### config.mk
export PLATFORM = sky130hd
export DESIGN_NAME = icache
export DESIGN_NICKNAME = d
export VERILOG_FILES = /design/src/rtl/icache.sv
export SDC_FILE = /design/constraint.sdc
export NUM_CORES = 1
export LEC_CHECK = 0
export CAP_MARGIN = 10
export CORE_MARGIN = 10
export CORE_UTILIZATION = 38
export CTS_CLUSTER_DIAMETER = 200
export DETAILED_ROUTE_END_ITERATION = 12
export GPL_TIMING_DRIVEN = 0
export RECOVER_POWER = 25
export SLEW_MARGIN = 20
export SYNTH_ARGS = -nofsm -noshare
export SYNTH_HDL_FRONTEND = slang
export SYNTH_SLANG_ARGS = --single-unit
### constraint.sdc
create_clock -name CLK -period 4.7 [get_ports CLK]
set_input_delay 0.94 -clock CLK [delete_from_list [all_inputs] [get_ports CLK]]
set_output_delay 0.94 -clock CLK [all_outputs]
set_load 0.01 [all_outputs]
### src/rtl/icache.sv
// rtl/icache.sv - direct-mapped read-only instruction cache with single-word fills
// Optional ICACHE_STATS_EN adds saturating hit_count/miss_count outputs.
module icache #(
    parameter int SETS = 16
) (
    input  logic        CLK,
    input  logic        nRST,
    input  logic        imemREN,
    input  logic [31:0] imemaddr,
    output logic        ihit,
    output logic [31:0] imemload,
    output logic        iREN,
    output logic [31:0] iaddr,
    input  logic        iwait,
    input  logic [31:0] iload
`ifdef ICACHE_STATS_EN
    ,
    output logic [31:0] hit_count,
    output logic [31:0] miss_count
`endif
);

    localparam int IDX_W = $clog2(SETS);
    localparam int TAG_W = 30 - IDX_W;

    typedef enum logic {
        IDLE  = 1'b0,
        FETCH = 1'b1
    } state_t;

    state_t state, next_state;

    logic [SETS-1:0]  valid;
    logic [TAG_W-1:0] tags [SETS];
    logic [31:0]      data [SETS];

    logic [TAG_W-1:0] ltag;
    logic [IDX_W-1:0] lidx;

    logic [TAG_W-1:0] req_tag;
    logic [IDX_W-1:0] req_idx;
    logic             miss;
    logic             fill;
    logic             unused_byte_bits;

    assign req_tag          = imemaddr[31:IDX_W+2];
    assign req_idx          = imemaddr[IDX_W+1:2];
    assign unused_byte_bits = ^imemaddr[1:0];

    always_comb begin
        next_state = state;
        ihit       = 1'b0;
        imemload   = 32'h0;
        iREN       = 1'b0;
        iaddr      = 32'h0;
        miss       = 1'b0;
        fill       = 1'b0;
        case (state)
            IDLE: begin
                if (imemREN) begin
                    if (valid[req_idx] && (tags[req_idx] == req_tag)) begin
                        ihit     = 1'b1;
                        imemload = data[req_idx];
                    end else begin
                        miss       = 1'b1;
                        next_state = FETCH;
                    end
                end
            end
            FETCH: begin
                // The fill targets the latched frame, whatever the datapath now asks for.
                iREN  = 1'b1;
                iaddr = {ltag, lidx, 2'b00};
                if (!iwait) begin
                    fill       = 1'b1;
                    next_state = IDLE;
                end
            end
            default: next_state = IDLE;
        endcase
    end

    always_ff @(posedge CLK or negedge nRST) begin
        if (!nRST) begin
            state <= IDLE;
            ltag  <= '0;
            lidx  <= '0;
            valid <= '0;
            for (int i = 0; i < SETS; i++) begin
                tags[i] <= '0;
                data[i] <= '0;
            end
        end else begin
            state <= next_state;
            if (miss) begin
                ltag <= req_tag;
                lidx <= req_idx;
            end
            if (fill) begin
                valid[lidx] <= 1'b1;
                tags[lidx]  <= ltag;
                data[lidx]  <= iload;
            end
        end
    end

`ifdef ICACHE_STATS_EN
    always_ff @(posedge CLK or negedge nRST) begin
        if (!nRST) begin
            hit_count  <= 32'h0;
            miss_count <= 32'h0;
        end else begin
            if (ihit && (hit_count != 32'hFFFF_FFFF)) begin
                hit_count <= hit_count + 32'h1;
            end
            if (miss && (miss_count != 32'hFFFF_FFFF)) begin
                miss_count <= miss_count + 32'h1;
            end
        end
    end
`endif

endmodule

* After elaboration in Yosys (flattened, before gate mapping)
Cells that the tools add are included.
Cells by class: eq/ne operators 1, multiplexer cells 31, reduce and logical (&&, ||, !) cells 3, bitwise operators 4, $lt $le $gt $ge 6
Operators by type and width (count):
- 512-bit bitwise mux | 1
- 416-bit bitwise mux | 1
- 32-bit 2-to-1 mux | 7
- 32-bit binary-select mux with 4-bit select | 1
- 32-bit demux with 4-bit select | 1
- 26-bit binary-select mux with 4-bit select | 1
- 26-bit demux with 4-bit select | 1
- 26-bit 2-to-1 mux | 3
- 26-bit equality test | 1
- 16-bit bitwise OR | 1
- 1-bit 2-to-1 mux | 12
- 5-bit >= comparator, second input constant | 2
- 4-bit by 5-bit < comparator with 1-bit output, second input constant | 2
- 4-bit inverter with 5-bit output | 2
- 5-bit by 1-bit < comparator with 1-bit output, second input constant | 1
- 1-bit binary-select mux with 4-bit select | 1
- 1-bit demux with 4-bit select | 1
- 4-bit by 1-bit >= comparator with 1-bit output, second input constant | 1
- 1-bit logical AND | 3
- 1-bit one-hot mux with 2 select lines | 1
- 1-bit inverter | 1
Storage, ports and cells: word-level logic and storage cells 81, register bits after elaboration 975

* Longest topological paths before layout
Gate-level depths: netlist of the first run.
depth after elaboration 9, gate-level depth with buffers 13

* Least setup slack after synthesis of the first run
Ideal clock, no wire load.
kind input to output, start point in imemaddr[3], end point out imemload[10], cell stages on the path 11, data required time 3.760 ns, arrival time 3.499 ns, slack 0.261 ns, buffers on the path 3, cell sequence buf_2 > buf_4 > mux4_2 > xor2_1 > a22o_1 > a2111oi_1 > o2111ai_1 > nor4b_4 > nand4b_1 > clkbuf_1 > nor2b_1
On the way: longest elaborated chain between the ends 9, elaborated cells on any way between the ends 14
Ends and longest elaborated chain:
- from (decl) | line 9 | input logic [31:0] imemaddr,
- 4-bit inverter with 5-bit output (implied by the code) | line 61, 63
- 26-bit binary-select mux with 4-bit select | line 61 | if (valid[req_idx] && (tags[req_idx] == req_tag)) begin
- 26-bit 2-to-1 mux (implied by the code) (2 in a row) | line 61
- 26-bit equality test | line 61
- 1-bit logical AND | line 61
- 32-bit 2-to-1 mux (*) | line 61
- 32-bit 2-to-1 mux (*) | line 60 | if (imemREN) begin
- 32-bit 2-to-1 mux (*) | line 58 | case (state)
- to (decl) | line 11 | output logic [31:0] imemload,
Every way passes the cells marked *; elsewhere a longest branch is shown, timed or not. The select of a mux whose other input is x is not followed.

* Worst setup path in the final report of the first run
start point in imemaddr[4], end point out imemload[20]
Same word-level chain as after synthesis.

==> results.tsv, run 1 <==
stage	metric	value	unit
run_status	outcome	finished, violations left	
run_status	violations	capacitance limit, slew limit, setup timing	
setup_path	reg2reg_from	state	
synthesis	mappedNetlistArea	44500	µm²
grt	first_global_vias	28700	
min_path	hold_path.class	primary input to asynchronous set/reset pin	
synthesis	synth_top_family_by_area	multiplexers	
sta	clock.fmax	194	MHz
routing	ant_nets	0	
synthesis	seq_area_frac_synth	54.9	%
grt	grt_max_degree	163	
die	core_area	116000	µm²
final_layout	areaGrowthSynthToFinish	16.7	%
clocking	clk_latency	700	ps
routing	wl_per_cell	28.8	µm
routing	vias	26300	
clocking	cts_tree	built	
die	ios	134	
final_layout	fin_area	51900	µm²
clocking	htree_num_levels	3	
synthesis	synthAdderAreaFrac	0	%
final_layout	final_net_count	3080	
synthesis	muxShareOfSynthArea	38.7	%
clocking	path_clk_slew	60	ps
synthesis	yosysUniqueCellTypes	61	
synthesis	synth-seq-cells	975	
placement	place_area	47800	µm²
sta	fin_crit_sh	110	%
grt	antenna_found_initial	9	
grt	grt_pass1_wl	196	mm
synthesis	synth.most_common_cell	dfrtp_1	
sta	final-max-slew-violation-count	131	
clocking	root_buffer	clkbuf_16	
routing	drt_iter0_drc	2090	
synthesis	synthCells	2760	
die	num_rows	125	
synthesis	yosys_warnings	0	
synthesis	synth_area_per_cell	16.1	µm²
placement	post-place-ws	-3090	ps
final_layout	layout-drive-gt1-share	50.3	%
pwr	p_leak	23.0	nW
die	initial_core_util	38.3	%
sta	finClkSkew	29.4	ps
sta	maxSlewHeadroom	-108	%
routing	drc_errors	0	
synthesis	synthSimpleGateAreaFrac	2.21	%
grt	track_usage	20.0	%
synthesis	ys_top_cells_by_count	dfrtp_1, mux2_2, mux4_2	
placement	gp_congestion	0.851	
synthesis	ys.flop_type	dfrtp_1	
synthesis	synth_xor_area_share	0.729	%
final_layout	post-route-util	44.6	%
routing	viasPerCell	5.68	
clocking	ctsLongestPathBuffers	3	
synthesis	synth_compound_area_share	0.968	%
clocking	cts_buffers	102	
synthesis	synth_top_area_cell	dfrtp_1	
synthesis	synth_top_area_share	54.9	%
sta	worst_pin_slew	3120	ps
sta	setup-tns-final	-13390	ps
setup_path	critical_path_arrival	4210	ps
die	die_area	131000	µm²
grt	grt.overflow.total	0	
sta	hold_viol_final	0	
setup_path	path_class	primary input to output pin	
final_layout	fill_cells	10100	
sta	hold_ws	149	ps
setup_path	cp-start-kind	primary input	
flow_run	max_cap_viol_count	1	
sta	finalCriticalPeriod	5150	ps
setup_path	required	3760	ps
die	die_height	362	µm
die	die_w	362	µm
synthesis	synth-edff-count	0	
routing	routed_wl	133	mm
setup_path	end_kind	output pin	
synthesis	yosys-top-cells-area	dfrtp_1, mux2_2, mux4_2	
sta	grt_setup_unrepaired	true	
pwr	vdd_drop_max	0.363	mV
placement	dp_hpwl	88.0	mm
setup_path	cp_max_fo	8	
clocking	cts_sinks	975	
sta	setup_violations	33	
setup_path	cp-startpoint	imemaddr[4]	
synthesis	synthArstFlopShare	100	%
sta	fin_ws	-447	ps
pwr	power_density	572	nW/µm²
placement	portBuffers	123	
routing	first_pass_iters	6	
## critical path, stage by stage
cell,delay [ps]
buf_8,80
buf_12,140
buf_12,120
mux4_2,490
mux4_2,530
xnor2_4,290
nand4_1,340
nor4_4,390
nand4b_1,190
buf_12,210
clkbuf_16,180
nor2b_4,150
buf_6,120
## worst paths after layout
kind	depth (start not counted)	slack (ps)	endpoint
worst max-delay path	13	-450	imemload[20]
worst min-delay path	1	150	tags[375]
worst max register to register	7	710	tags[48]
worst min register to register	1	470	valid[13]
max in group asynchronous	4	380	data[244]
min in group CLK	1	470	valid[13]
## per-layer routing
metal  GRT usage [%]  part of all wire [%]
met5           0.333                 0.096
met3            4.20                   6.0
met2            33.1                    49
met4            6.36                   3.1
met1            26.3                    42
## cells by family after synthesis
| family | Yosys count |
|---|---|
| compound gates | 55 |
| xor+xnor | 37 |
| buf+inv | 252 |
| flops | 975 |
| mux | 1274 |
| other cells | 1 |
| simple gates | 166 |
## flip-flops by register name, indices dropped and copies added, names as in the netlist
name	cells
state	1
data	512
lidx	4
tags	416
valid	16
ltag	26
## where the power goes
| group | internal [mW] | leakage, nW | total (mW) | switching (mW) |
|---|---|---|---|---|
| logic | 4.79 | 8.81 | 7.51 | 2.73 |
| registers | 11.9 | 12.5 | 13.9 | 1.91 |
| clock network | 4.79 | 1.68 | 8.29 | 3.50 |
## area by class of cell
cell class                      instances  area [µm²]  area share [%]
Clock buffer                          154        2950            5.68
Tap cell                             1524        1910            3.68
Multi-Input combinational cell       1534       19200            37.1
Inverter                                9        41.3          0.0796
Clock inverter                         34         483           0.931
Timing Repair Buffer                  149        1540            2.96
Buffer                                241        1310            2.53
Sequential cell                       975       24400            47.0
Antenna cell                            3        7.51          0.0145
## per-stage QoR
stage | cells | power (mW)
after CTS | 4617 | 29.8
after global routing | 4621 | 31.1
after floorplan | 2761 | 18.9
final | 4623 | 29.7
after detailed placement | 4416 | 21.4
after global placement | 4408 | 20.8
## repair_timing
action | CTS | global route
hold buffers | 0 | 0
endpoints found under the setup margin | 33 | 33
gates resized for setup | 219 | 93
pin swaps | 5 | 7
cloned | 1 | 1
setup buffers | 14 | 2
## cells in the final DEF (no fill, tap or decap), types with 20 or more instances in the layout
master | synthesis | routed
buf_1 | 85 | 65
buf_2 | 15 | 26
clkbuf_16 | 0 | 105
nand2_1 | 21 | 20
dfrtp_1 | 975 | 975
xnor2_1 | 27 | 23
and2_1 | 32 | 31
clkbuf_8 | 0 | 20
clkbuf_2 | 0 | 21
buf_6 | 7 | 32
mux2_4 | 29 | 29
mux2_2 | 933 | 933
clkdlybuf4s50_1 | 0 | 88
clkbuf_1 | 122 | 131
mux2i_1 | 60 | 58
mux4_2 | 251 | 251
nor2b_1 | 44 | 22
buf_4 | 12 | 32
Power figures use the tool's default switching activity.
==> run 2, diff against run 1 <==
GPL_TIMING_DRIVEN = 1   (was 0)
clock period = 4.6 ns   (was 4.7 ns; I/O delays follow)
==> results.tsv, run 2 (same netlist as run 1, synthesis figures left out) <==
stage	metric	value	unit	change
grt	antenna_found_initial	8		was 9
final_layout	layout-drive-gt1-share	55.1	%	was 50.3%
sta	maxSlewHeadroom	-75.1	%	was -108%
run_status	violations	capacitance limit, slew limit, setup timing		unchanged
pwr	power_density	581	nW/µm²	was 572 nW/µm²
routing	vias	25300		was 26300
placement	gp_congestion	0.770		was 0.851
final_layout	top_register	data		unchanged
setup_path	cp-start-kind	primary input		unchanged
min_path	hold_path.class	flip-flop to flip-flop		was primary input to asynchronous set/reset pin
placement	dp_hpwl	70.8	mm	was 88.0 mm
clocking	clk_latency	680	ps	was 700 ps
setup_path	r2r_cells	11		was 7
sta	hold_ws	463	ps	was 149 ps
final_layout	fin_area	52600	µm²	was 51900 µm²
die	die_w	362	µm	unchanged
sta	setup-tns-final	-7810	ps	was -13390 ps
sta	final-max-slew-violation-count	414		was 131
min_path	whs_endpoint	valid[4]		
clocking	cts_tree	built		unchanged
grt	track_usage	18.3	%	was 20.0%
setup_path	critical_path_arrival	3950	ps	was 4210 ps
sta	finalCriticalPeriod	4870	ps	
sta	clock.fmax	205	MHz	
final_layout	final_common_cell	dfrtp_1		unchanged
routing	viasPerCell	5.55		was 5.68
sta	finClkSkew	27.4	ps	was 29.4 ps
setup_path	timing.rr.end	ltag[21]		was tags[48]
grt	grt_max_degree	115		was 163
setup_path	required	3680	ps	was 3760 ps
pwr	vdd_drop_max	0.319	mV	was 0.363 mV
routing	first_pass_iters	4		was 6
clocking	root_buffer	clkbuf_16		unchanged
final_layout	largest_register_ffs	512		unchanged
final_layout	multi_input_area	19300	µm²	was 19200 µm²
setup_path	slowest_delay	540	ps	was 530 ps
routing	ant_nets	0		unchanged
final_layout	seq_area	24400	µm²	about the same
clocking	cts_sinks	975		unchanged
setup_path	critPathSlowestCell	mux4_2		unchanged
sta	worst_pin_slew	2630	ps	was 3120 ps
placement	place_area	48500	µm²	was 47800 µm²
routing	drt_iter0_drc	1753		was 2090
setup_path	reg2reg_from	tags[67]		was state
flow_run	max_cap_viol_count	6		was 1
min_path	holdCritStartpoint	valid[4]		
clocking	ctsLongestPathBuffers	3		unchanged
routing	wl_per_cell	26.5	µm	was 28.8 µm
die	ios	134		unchanged
grt	grt.overflow.total	0		unchanged
clocking	cts_buffers	105		was 102
clocking	htree_num_levels	3		unchanged
final_layout	areaGrowthSynthToFinish	18.2	%	was 16.7%
setup_path	r2r_slack	1420	ps	was 710 ps
sta	grt_setup_unrepaired	true		unchanged
die	initial_core_util	38.3	%	unchanged
sta	setup_violations	33		unchanged
setup_path	end_kind	output pin		unchanged
final_layout	final_cell_mix	dfrtp_1, mux2_2, mux4_2		unchanged
setup_path	path_class	primary input to output pin		unchanged
routing	routed_wl	121	mm	was 133 mm
setup_path	cp_max_fo	16		was 8
final_layout	n_antenna_cell	0		was 3
die	die_height	362	µm	unchanged
final_layout	fill_cells	9987		was 10100
die	num_rows	125		unchanged
grt	first_global_vias	28000		was 28700
die	core_area	116000	µm²	unchanged
min_path	hold_depth	1		
run_status	outcome	finished, violations left		unchanged
pwr	p_leak	23.6	nW	was 23.0 nW
placement	portBuffers	129		was 123
setup_path	cp_cell_sequence	buf_16 -> buf_6 -> buf_12 -> mux4_2 -> mux2i_4 -> xnor2_2 -> nor4b_2 -> o211ai_1 -> nor4_2 -> nand4b_1 -> buf_12 -> buf_16 -> nor2b_1 -> buf_2		was buf_8 -> buf_12 -> buf_12 -> mux4_2 -> mux4_2 -> xnor2_4 -> nand4_1 -> nor4_4 -> nand4b_1 -> buf_12 -> clkbuf_16 -> nor2b_4 -> buf_6
sta	hold_viol_final	0		unchanged
grt	grt_pass1_wl	183	mm	was 196 mm
final_layout	largestRegisters	data: 512 flops, tags: 416 flops, ltag: 26 flops		unchanged
die	die_area	131000	µm²	unchanged
sta	fin_crit_sh	106	%	
routing	drc_errors	0		unchanged
sta	fin_ws	-268	ps	was -447 ps
clocking	path_clk_slew	60	ps	about the same
final_layout	final_net_count	3012		was 3080
run 2: cell count changes in the layout (fill, tap and decap cells not counted), moves of 15 or more:
| cell | change |
|---|---|
| clkbuf_2 | -16 |
| buf_12 | +32 |
| buf_4 | +96 |
| clkbuf_1 | -104 |
| buf_1 | -65 |
| buf_6 | -15 |
run 2: layout make-up:
cell class                 count  area share (%)
timing repair buffer         319            6.22
inverter                       9          0.0786
sequential                   975            46.4
clock inverter                47            1.12
tap                         1524            3.63
multi-input combinational   1534            36.7
clock buffer                 147            5.80
run 2: metal layers:
layer | global-route usage (%) | wire [µm] | up-vias
li1 | - | - | 10700
met3 | 3.50 | 5210 | 182
met2 | 29.9 | 58200 | 496
met5 | 0 | 94 | -
met1 | 25.0 | 55000 | 13900
met4 | 4.15 | 2330 | 14
run 2: worst max-delay path, delay by kind of cell:
| kind | cells | cell delay (ps) |
|---|---|---|
| mux | 2 | 730 |
| xor+xnor | 1 | 130 |
| buf+inv | 6 | 890 |
| simple gates | 4 | 1010 |
| compound gates | 1 | 230 |
run 2: worst max path at each step:
stage	slack, ps	end	start	cells past startpoint
after CTS	-220	imemload[22]	tags[331]	11
after global placement	-800	imemload[29]	imemaddr[2]	12
final	-270	imemload[12]	imemaddr[4]	14
after detailed placement	-810	imemload[23]	imemaddr[2]	12
after floorplan	200	imemload[10]	imemaddr[3]	11
after global routing	-370	imemload[19]	imemaddr[4]	14
run 2: what timing repair did:
item | 4_1_cts | 5_1_grt
gates cloned | 5 | 1
hold buffers | 0 | 0
pin swaps | 8 | 5
resized for setup | 177 | 30
setup endpoints to repair | 33 | 33
setup buffers | 15 | 5
run 2: power breakdown:
part           switching (mW)  total [mW]  internal [mW]
registers                2.05        14.3           12.2
logic                    2.53        7.47           4.95
clock network            3.50        8.79           5.29
total                    8.07        30.5           22.4
run 2: metrics by stage:
stage | util, % | power [mW] | setup slack (ps) | std cells
2_1_floorplan | - | 19.3 | 201 | 2761
3_3_place_gp | 41.7 | 21.1 | -802 | 4335
3_5_place_dp | 41.7 | 21.8 | -805 | 4335
4_1_cts | 45.2 | 30.8 | -221 | 4549
5_1_grt | 45.2 | 32.1 | -372 | 4555
6_report | 45.2 | 30.5 | -268 | 4555
==> run 3, diff against run 2 <==
CORE_MARGIN = 3   (was 10)
==> results.tsv, run 3 (same netlist as run 1, synthesis figures left out) <==
stage	metric	value	unit	change
sta	hold_viol_final	0		unchanged
clocking	cts_hold_buffers	0		unchanged
grt	first_global_vias	28200		was 28000
routing	drt_iter0_drc	1713		was 1753
final_layout	final_common_cell	dfrtp_1		unchanged
grt	track_usage	19.9	%	was 18.3%
run_status	outcome	finished, violations left		unchanged
routing	first_pass_iters	5		was 4
sta	grt_setup_unrepaired	true		unchanged
pwr	p_leak	23.6	nW	about the same
final_layout	areaGrowthSynthToFinish	18.8	%	was 18.2%
min_path	hold_path.class	flip-flop to flip-flop		unchanged
pwr	vdd_drop_max	0.297	mV	was 0.319 mV
routing	vias	25400		was 25300
sta	fin_ws	-267	ps	was -268 ps
clocking	root_buffer	clkbuf_16		unchanged
grt	grt.overflow.total	0		unchanged
die	ios	134		unchanged
placement	portBuffers	129		unchanged
final_layout	layout-drive-gt1-share	55.7	%	was 55.1%
setup_path	critical_path_arrival	3950	ps	about the same
flow_run	max_cap_viol_count	9		was 6
run_status	violations	capacitance limit, slew limit, setup timing		unchanged
setup_path	cp-start-kind	primary input		unchanged
die	die_w	348	µm	was 362 µm
placement	dp_hpwl	70.7	mm	was 70.8 mm
setup_path	path_class	primary input to output pin		unchanged
final_layout	seq_area	24400	µm²	unchanged
sta	worst_pin_slew	2590	ps	was 2630 ps
grt	grt_pass1_wl	183	mm	about the same
clocking	htree_num_levels	3		unchanged
grt	antenna_found_initial	5		was 8
placement	gp_congestion	0.780		was 0.770
clocking	cts_buffers	105		unchanged
final_layout	multi_input_area	19400	µm²	was 19300 µm²
setup_path	cp_max_fo	7		was 16
sta	maxSlewHeadroom	-72.9	%	was -75.1%
pwr	power_density	577	nW/µm²	was 581 nW/µm²
grt	grt_max_degree	108		was 115
final_layout	largestRegisters	data: 512 flops, tags: 416 flops, ltag: 26 flops		unchanged
final_layout	final_cell_mix	dfrtp_1, mux2_2, mux4_2		unchanged
clocking	cts_tree	built		unchanged
final_layout	top_register	data		unchanged
sta	finalCriticalPeriod	4870	ps	about the same
final_layout	largest_register_ffs	512		unchanged
final_layout	final_net_count	3019		was 3012
routing	viasPerCell	5.57		was 5.55
sta	fin_crit_sh	106	%	about the same
die	die_height	348	µm	was 362 µm
routing	routed_wl	120	mm	was 121 mm
clocking	path_clk_slew	60	ps	about the same
sta	finClkSkew	27.8	ps	was 27.4 ps
die	initial_core_util	38.6	%	was 38.3%
die	num_rows	124		was 125
routing	ant_nets	0		unchanged
final_layout	fill_cells	9922		was 9987
routing	wl_per_cell	26.4	µm	was 26.5 µm
setup_path	end_kind	output pin		unchanged
die	core_area	115000	µm²	was 116000 µm²
die	die_area	121000	µm²	was 131000 µm²
sta	clock.fmax	205	MHz	about the same
sta	setup_violations	33		unchanged
sta	hold_ws	466	ps	was 463 ps
clocking	cts_sinks	975		unchanged
sta	final-max-slew-violation-count	459		was 414
routing	drc_errors	0		unchanged
final_layout	post-route-util	45.8	%	was 45.2%
setup_path	required	3680	ps	about the same
clocking	clk_latency	680	ps	about the same
clocking	ctsLongestPathBuffers	3		unchanged
[run 3: worst paths after layout]
kind | start | slack, ps | endpoint | depth (start not counted)
max | imemaddr[2] | -270 | imemload[28] | 14
min reg2reg | valid[10] | 470 | valid[10] | 1
min in group asynchronous | nRST | 720 | data[158] | 1
max reg2reg | tags[45] | 1430 | ltag[18] | 11
max in group asynchronous | nRST | 300 | data[384] | 3
min | valid[10] | 470 | valid[10] | 1
[run 3: where the power goes]
part / leakage, nW / total [mW] / internal [mW] / switching, mW
clock network: 1.82 / 8.76 / 5.26 / 3.50
logic: 9.32 / 7.49 / 4.96 / 2.53
registers: 12.5 / 14.2 / 12.2 / 2.03
[run 3: final cells by class]
class / count / share of cell area (%)
clock buffer: 157 / 6.07
clock inverter: 40 / 0.863
timing repair buffer: 326 / 6.48
tap: 1512 / 3.58
inverter: 9 / 0.104
antenna: 5 / 0.0237
multi-input combinational: 1534 / 36.7
sequential: 975 / 46.2
[run 3: worst max-delay path: stages]
cell	delay (ps)
buf_16	140
mux4_2	530
mux4_2	500
xnor2_2	200
buf_4	170
nand4_1	110
nor4_2	280
buf_4	150
nand4b_1	100
buf_6	170
buf_12	150
buf_6	120
nor2b_4	220
buf_6	140
[run 3: metal layers]
layer  part of all wire [%]  GRT usage (%)  vias up
met3                    4.2           3.22      167
met1                     45           27.7    14000
met4                    2.1           4.63        2
li1                       -              -    10600
met2                     49           33.0      549
met5                  0.014              0        -
[run 3: metrics by stage]
stage | setup slack (ps) | std cells | TNS (ps) | area (µm²) | power (mW)
6_report | -267 | 4558 | -6010 | 52800 | 30.5
5_1_grt | -362 | 4553 | -23260 | 52800 | 32.1
4_1_cts | -280 | 4548 | -7060 | 52700 | 30.7
3_5_place_dp | -1110 | 4335 | -32550 | 48500 | 21.8
3_3_place_gp | -1060 | 4335 | -31090 | 48500 | 21.0
2_1_floorplan | 201 | 2761 | 0 | 44500 | 19.3
[run 3: timing repair]
action,in CTS,in global routing
cloned,7,0
resized for setup,194,36
endpoints found under the setup margin,33,33
pin swaps,6,11
buffers inserted,11,4
